===== src/rtl/gray_div3_pipe_pkg.sv =====
// Shared constants for the RGB-to-gray divide-by-3 pipeline.
package gray_div3_pipe_pkg;
  localparam int CH_W       = 8;
  localparam int Q_W        = 7;
  localparam int PROD_W     = 24;
  localparam int DIV3_MUL   = 21849;
  localparam int DIV3_SHIFT = 16;
  localparam int SIDE_SOF   = 0;
  localparam int SIDE_EOL   = 1;

  typedef logic [CH_W-1:0] chan_t;
  typedef logic [Q_W-1:0]  quot_t;
endpackage


===== src/rtl/gray_div3_pipe_div3.sv =====
// Divide an 8-bit channel by 3 using multiply-by-reciprocal; exact for 0..255.
module gray_div3_pipe_div3
  import gray_div3_pipe_pkg::*;
(
  input  chan_t i_x,
  output quot_t o_q
);
  logic [PROD_W-1:0] w_prod;

  assign w_prod = PROD_W'(i_x) * PROD_W'(DIV3_MUL);
  assign o_q    = Q_W'(w_prod >> DIV3_SHIFT);
endmodule


===== src/rtl/gray_div3_pipe.sv =====
// Two-stage RGB-to-gray averager with valid/ready flow control and per-frame pixel count.
// Define GRAY_DIV3_ROUND_EN to fold the channel remainders back in for an exact (R+G+B)/3.
module gray_div3_pipe
  import gray_div3_pipe_pkg::*;
#(
  parameter int SIDE_W = 2,
  parameter int CNT_W  = 20
) (
  input  logic              clk,
  input  logic              rst,
  input  logic              in_valid,
  output logic              in_ready,
  input  logic [23:0]       in_rgb,
  input  logic [SIDE_W-1:0] in_side,
  output logic              out_valid,
  input  logic              out_ready,
  output logic [7:0]        out_gray,
  output logic [SIDE_W-1:0] out_side,
  output logic [CNT_W-1:0]  pix_cnt
);
  logic                  w_s2_adv;
  logic                  w_s1_adv;
  logic                  w_in_acc;
  logic [2:0][Q_W-1:0]   w_q;
  logic [CH_W-1:0]       w_sum;

  logic [2:0][Q_W-1:0]   r_q;
  logic [SIDE_W-1:0]     r_side;
  logic                  r_s1_valid;
  logic                  r_out_valid;
  logic [CH_W-1:0]       r_out_gray;
  logic [SIDE_W-1:0]     r_out_side;
  logic [CNT_W-1:0]      r_pix_cnt;

  // Ready chains back from the output so a full pipe still accepts while draining.
  assign w_s2_adv = !r_out_valid || out_ready;
  assign w_s1_adv = !r_s1_valid || w_s2_adv;
  assign w_in_acc = in_valid && w_s1_adv;

  genvar gi;
  generate
    for (gi = 0; gi < 3; gi++) begin : g_ch
      gray_div3_pipe_div3 u_div3 (
        .i_x (in_rgb[gi*CH_W +: CH_W]),
        .o_q (w_q[gi])
      );
    end
  endgenerate

`ifdef GRAY_DIV3_ROUND_EN
  logic [2:0][1:0] w_rem;
  logic [2:0]      w_rs;
  logic [2:0]      r_rs;
  logic [1:0]      w_corr;

  generate
    for (gi = 0; gi < 3; gi++) begin : g_rem
      assign w_rem[gi] = 2'(in_rgb[gi*CH_W +: CH_W] - CH_W'(CH_W'(w_q[gi]) * CH_W'(3)));
    end
  endgenerate

  assign w_rs   = 3'(w_rem[0]) + 3'(w_rem[1]) + 3'(w_rem[2]);
  assign w_corr = {1'b0, (r_rs >= 3'd3)} + {1'b0, (r_rs >= 3'd6)};
  assign w_sum  = CH_W'(r_q[0]) + CH_W'(r_q[1]) + CH_W'(r_q[2]) + CH_W'(w_corr);

  always_ff @(posedge clk) begin
    if (w_in_acc) begin
      r_rs <= w_rs;
    end
  end
`else
  assign w_sum = CH_W'(r_q[0]) + CH_W'(r_q[1]) + CH_W'(r_q[2]);
`endif

  always_ff @(posedge clk) begin
    if (rst) begin
      r_s1_valid <= 1'b0;
    end else if (w_s1_adv) begin
      r_s1_valid <= w_in_acc;
    end
  end

  always_ff @(posedge clk) begin
    if (w_in_acc) begin
      r_q    <= w_q;
      r_side <= in_side;
    end
  end

  always_ff @(posedge clk) begin
    if (rst) begin
      r_out_valid <= 1'b0;
      r_out_gray  <= '0;
      r_out_side  <= '0;
    end else if (w_s2_adv) begin
      r_out_valid <= r_s1_valid;
      if (r_s1_valid) begin
        r_out_gray <= w_sum;
        r_out_side <= r_side;
      end
    end
  end

  always_ff @(posedge clk) begin
    if (rst) begin
      r_pix_cnt <= '0;
    end else if (w_in_acc) begin
      r_pix_cnt <= in_side[SIDE_SOF] ? CNT_W'(1) : r_pix_cnt + CNT_W'(1);
    end
  end

  assign in_ready  = w_s1_adv;
  assign out_valid = r_out_valid;
  assign out_gray  = r_out_gray;
  assign out_side  = r_out_side;
  assign pix_cnt   = r_pix_cnt;
endmodule


===== config.mk =====
export PLATFORM = sky130hd
export DESIGN_NAME = gray_div3_pipe
export DESIGN_NICKNAME = d
export VERILOG_FILES = /design/src/rtl/gray_div3_pipe_pkg.sv /design/src/rtl/gray_div3_pipe_div3.sv /design/src/rtl/gray_div3_pipe.sv
export SDC_FILE = /design/constraint.sdc
export NUM_CORES = 1
export LEC_CHECK = 0
export ABC_AREA = 1
export BUFFER_PORTS_ARGS = -buffer_cell sky130_fd_sc_hd__buf_2
export CORE_MARGIN = 2
export CORE_UTILIZATION = 60
export CTS_BUF_LIST = sky130_fd_sc_hd__clkbuf_16
export DETAILED_ROUTE_END_ITERATION = 10
export GPL_ROUTABILITY_DRIVEN = 0
export MAX_ROUTING_LAYER = met4
export PLACE_DENSITY = 0.8
export SYNTH_ARGS = -nofsm -noshare
export SYNTH_HDL_FRONTEND = slang
export SYNTH_SLANG_ARGS = --single-unit

===== constraint.sdc =====
create_clock -name clk -period 4.8 [get_ports clk]
set_input_delay 0.96 -clock clk [delete_from_list [all_inputs] [get_ports clk]]
set_output_delay 0.96 -clock clk [all_outputs]
set_load 0.05 [all_outputs]

==> flow_summary.toml <==
[finish]
fin_util_pct = 66.1
drive_above_1_share_pct = 8.55
diodes = 0
fillers = 1161
fin_area_um2 = 8720
final_cells = 1287
syn_to_final_growth_pct = 7.97
nets = 1362

[sta]
finalCritPeriodShare_pct = 89.2
final.setup.worst_slack_ns = 0.517
fin_crit_ns = 4.28
setup_viol = 0
hold_violations = 0
drv_slew = 0
rsz0062_at_grt = "no"
clock.fmax_mhz = 233
worstMarginPinSlew_ns = 0.678
clock_skew_ns = 0.00735
timing.setup.tns_ns = 0
max_slew_margin_pct = 54.7

[logic_synthesis]
synth_area_um2 = 8070
ys_seq_elements = 55
synth_area_leaders = "ha_1 24%, fa_1 16%, nand2_1 9.5%"
synthesis.instances = 1046
syn_area_per_cell_um2 = 7.72
yosys_warnings = 0
synth-edff-count = 23
synth.largest_area_cell = "ha_1"
synth_common_cells = "205 x nand2_1, 203 x inv_1, 157 x ha_1"
yosysMostFrequentCell = "nand2_1"
ys_types = 35
yosysTopAreaCellShare_pct = 24.3
synth-async-reset-ratio_pct = 0
ys.flop_type = "dfxtp_1"
ys_seq_area_share_pct = 16.5
syn_nets = 1298

[clock_network]
cts_root_buffer = "clkbuf_16"
cts_setup_buffers = 0
cts_tree = "built"
h-tree-depth = 2
clk_pin_slew_worst_paths_ns = 0.06
cts_buffer_depth = 2
insertion_delay_ns = 0.29
cts.repair.resized = 0
clock_sinks = 55
cts_hold_buf = 0
cts_buffers = 5

[routing]
wl_per_cell_um = 13.0
dr.first_iter.drc_count = 416
routed-via-count = 6855
antenna_left = 0
post-route-drc-count = 0
drt_first_pass_iters = 5
wirelength_um = 16700
via_per_inst = 5.33

[global_routing]
grt_pass1_vias = 6638
grt_overflow = 0
antenna_found_initial = 0
grt_pass1_wl_um = 28900
grt_usage_pct = 24.7
grt_max_degree = 36

[pwr]
p_sw_share_pct = 50.7
p_per_area_nw_per_um2 = 421
p_leak_nw = 4.75
p_seq_share_pct = 18.3
p_int_mw = 1.81
ir_drop_uv = 252
combPwrFrac_pct = 72.1
switching_power_mw = 1.86
clkPwrFrac_pct = 9.6

[worst_setup_path]
startpoint_type = "primary input"
slowest_stage = "fa_1"
startpoint = "in_rgb[4]"
path_max_fanout = 4
end_kind = "register"
required_ns = 4.83
arrival_ns = 4.31
timing.rr.start = "r_q[1]"
cpPeakStageDelay_ns = 0.54
path_cells = "buf_2, ha_1, inv_1, fa_1, inv_1, fa_1, inv_1, fa_1, inv_1, ha_1, a21oi_1, nor2_1, nor2_1, nor2_1, nor2_1, nand2_1, xor2_1"
crit_type = "primary input to register"

[min_path]
worstHoldPathType = "register to register"
hp-start = "out_side[0]"

[placed_design]
portBuffers = 61
post_dp_cell_area_um2 = 8570
placed_cells = 1279
pre_cts_ws_ns = 0.226
dp_hpwl_um = 14500

[floorplanning]
die_area_um2 = 14400
fp.dieW_um = 120
die_y_um = 120
rows = 42
start_util_pct = 61.2
placeableCoreArea_um2 = 13200
io_pins = 62

[status]
outcome = "completed"

[job]
maxCapViolCount = 0
-- per-stage QoR --
stage	hold WS (ns)	power, mW
floorplan	0.469	2.69
global placement	0.456	3.22
detailed placement	0.482	3.29
CTS	0.491	3.67
global route	0.516	4.12
finish	0.488	3.67
-- cell families (layout without fill, tap and decap cells) --
| family | count (synthesis) | after routing | share of synthesized area [%] |
|---|---|---|---|
| adders and majority gates | 222 | 222 | 40.4 |
| and+or+nand+nor | 412 | 412 | 22.4 |
| DFF | 55 | 55 | 16.5 |
| AOI/OAI and AO/OA | 128 | 128 | 8.83 |
| xor gates and xnor gates | 17 | 17 | 1.84 |
| buffers and inverters | 212 | 277 | 10.0 |
-- layout by cell type, fill, tap and decap left out, drive strengths merged, types with 5 or more instances in the layout --
| master | n |
|---|---|
| ha | 157 |
| nand2 | 211 |
| clkbuf | 5 |
| nor2 | 95 |
| a21o | 7 |
| xor2 | 13 |
| o21bai | 13 |
| nand3 | 51 |
| nand4 | 26 |
| a31oi | 7 |
| o21ai | 34 |
| buf | 61 |
| nor3 | 19 |
| edfxtp | 23 |
| dfxtp | 32 |
| fa | 65 |
| inv | 208 |
| a21oi | 62 |
-- worst max-delay path: cells and delay by family --
kind,cells,cell delay [ns]
XOR/XNOR,1,0.15
adder cells (fa/ha/maj),5,2.12
AO/OA/AOI/OAI,1,0.26
AND/OR/NAND/NOR,5,0.43
buffers and inverters,5,0.38
-- power by group through the flow --
stage | sequential (mW) | combinational (mW) | clock [mW]
after global routing | 0.683 | 3.06 | 0.374
after global placement | 0.678 | 2.54 | 0
final | 0.672 | 2.65 | 0.353
after detailed placement | 0.682 | 2.61 | 0
after CTS | 0.672 | 2.64 | 0.362
after floorplan | 0.728 | 1.96 | 0
-- layer usage --
layer / routed length, um / part of all wire [%] / GRT usage (%)
met2: 8210 / 49 / 43.0
met5: 0 / 0 / -
met4: 142 / 0.85 / 3.31
met3: 640 / 3.8 / 1.71
met1: 7740 / 46 / 32.4
-- worst paths after layout --
| path | cells after the start | slack (ns) | to |
|---|---|---|---|
| setup reg to reg | 10 | 2.43 | out_gray[7] |
| hold reg to reg | 2 | 0.49 | out_side[0] |
| hold / removal | 2 | 0.49 | out_side[0] |
| setup / recovery | 17 | 0.52 | r_q[2] |
-- final cells by class --
cell class | count | area, um2 | area share [%]
clock buffers | 5 | 125 | 1.44
clock inverters | 3 | 18.8 | 0.215
inverters | 208 | 781 | 8.96
multi-input cells | 779 | 5940 | 68.1
flip-flops and latches | 55 | 1330 | 15.3
well taps | 176 | 220 | 2.53
repair buffers | 61 | 305 | 3.50
-- state kept, by name (all words and copies together) (netlist names) --
name        cells
r_side          2
out_valid       1
r_q            21
r_s1_valid      1
out_gray        8
pix_cnt        20
out_side        2
Power figures use the tool's default switching activity.
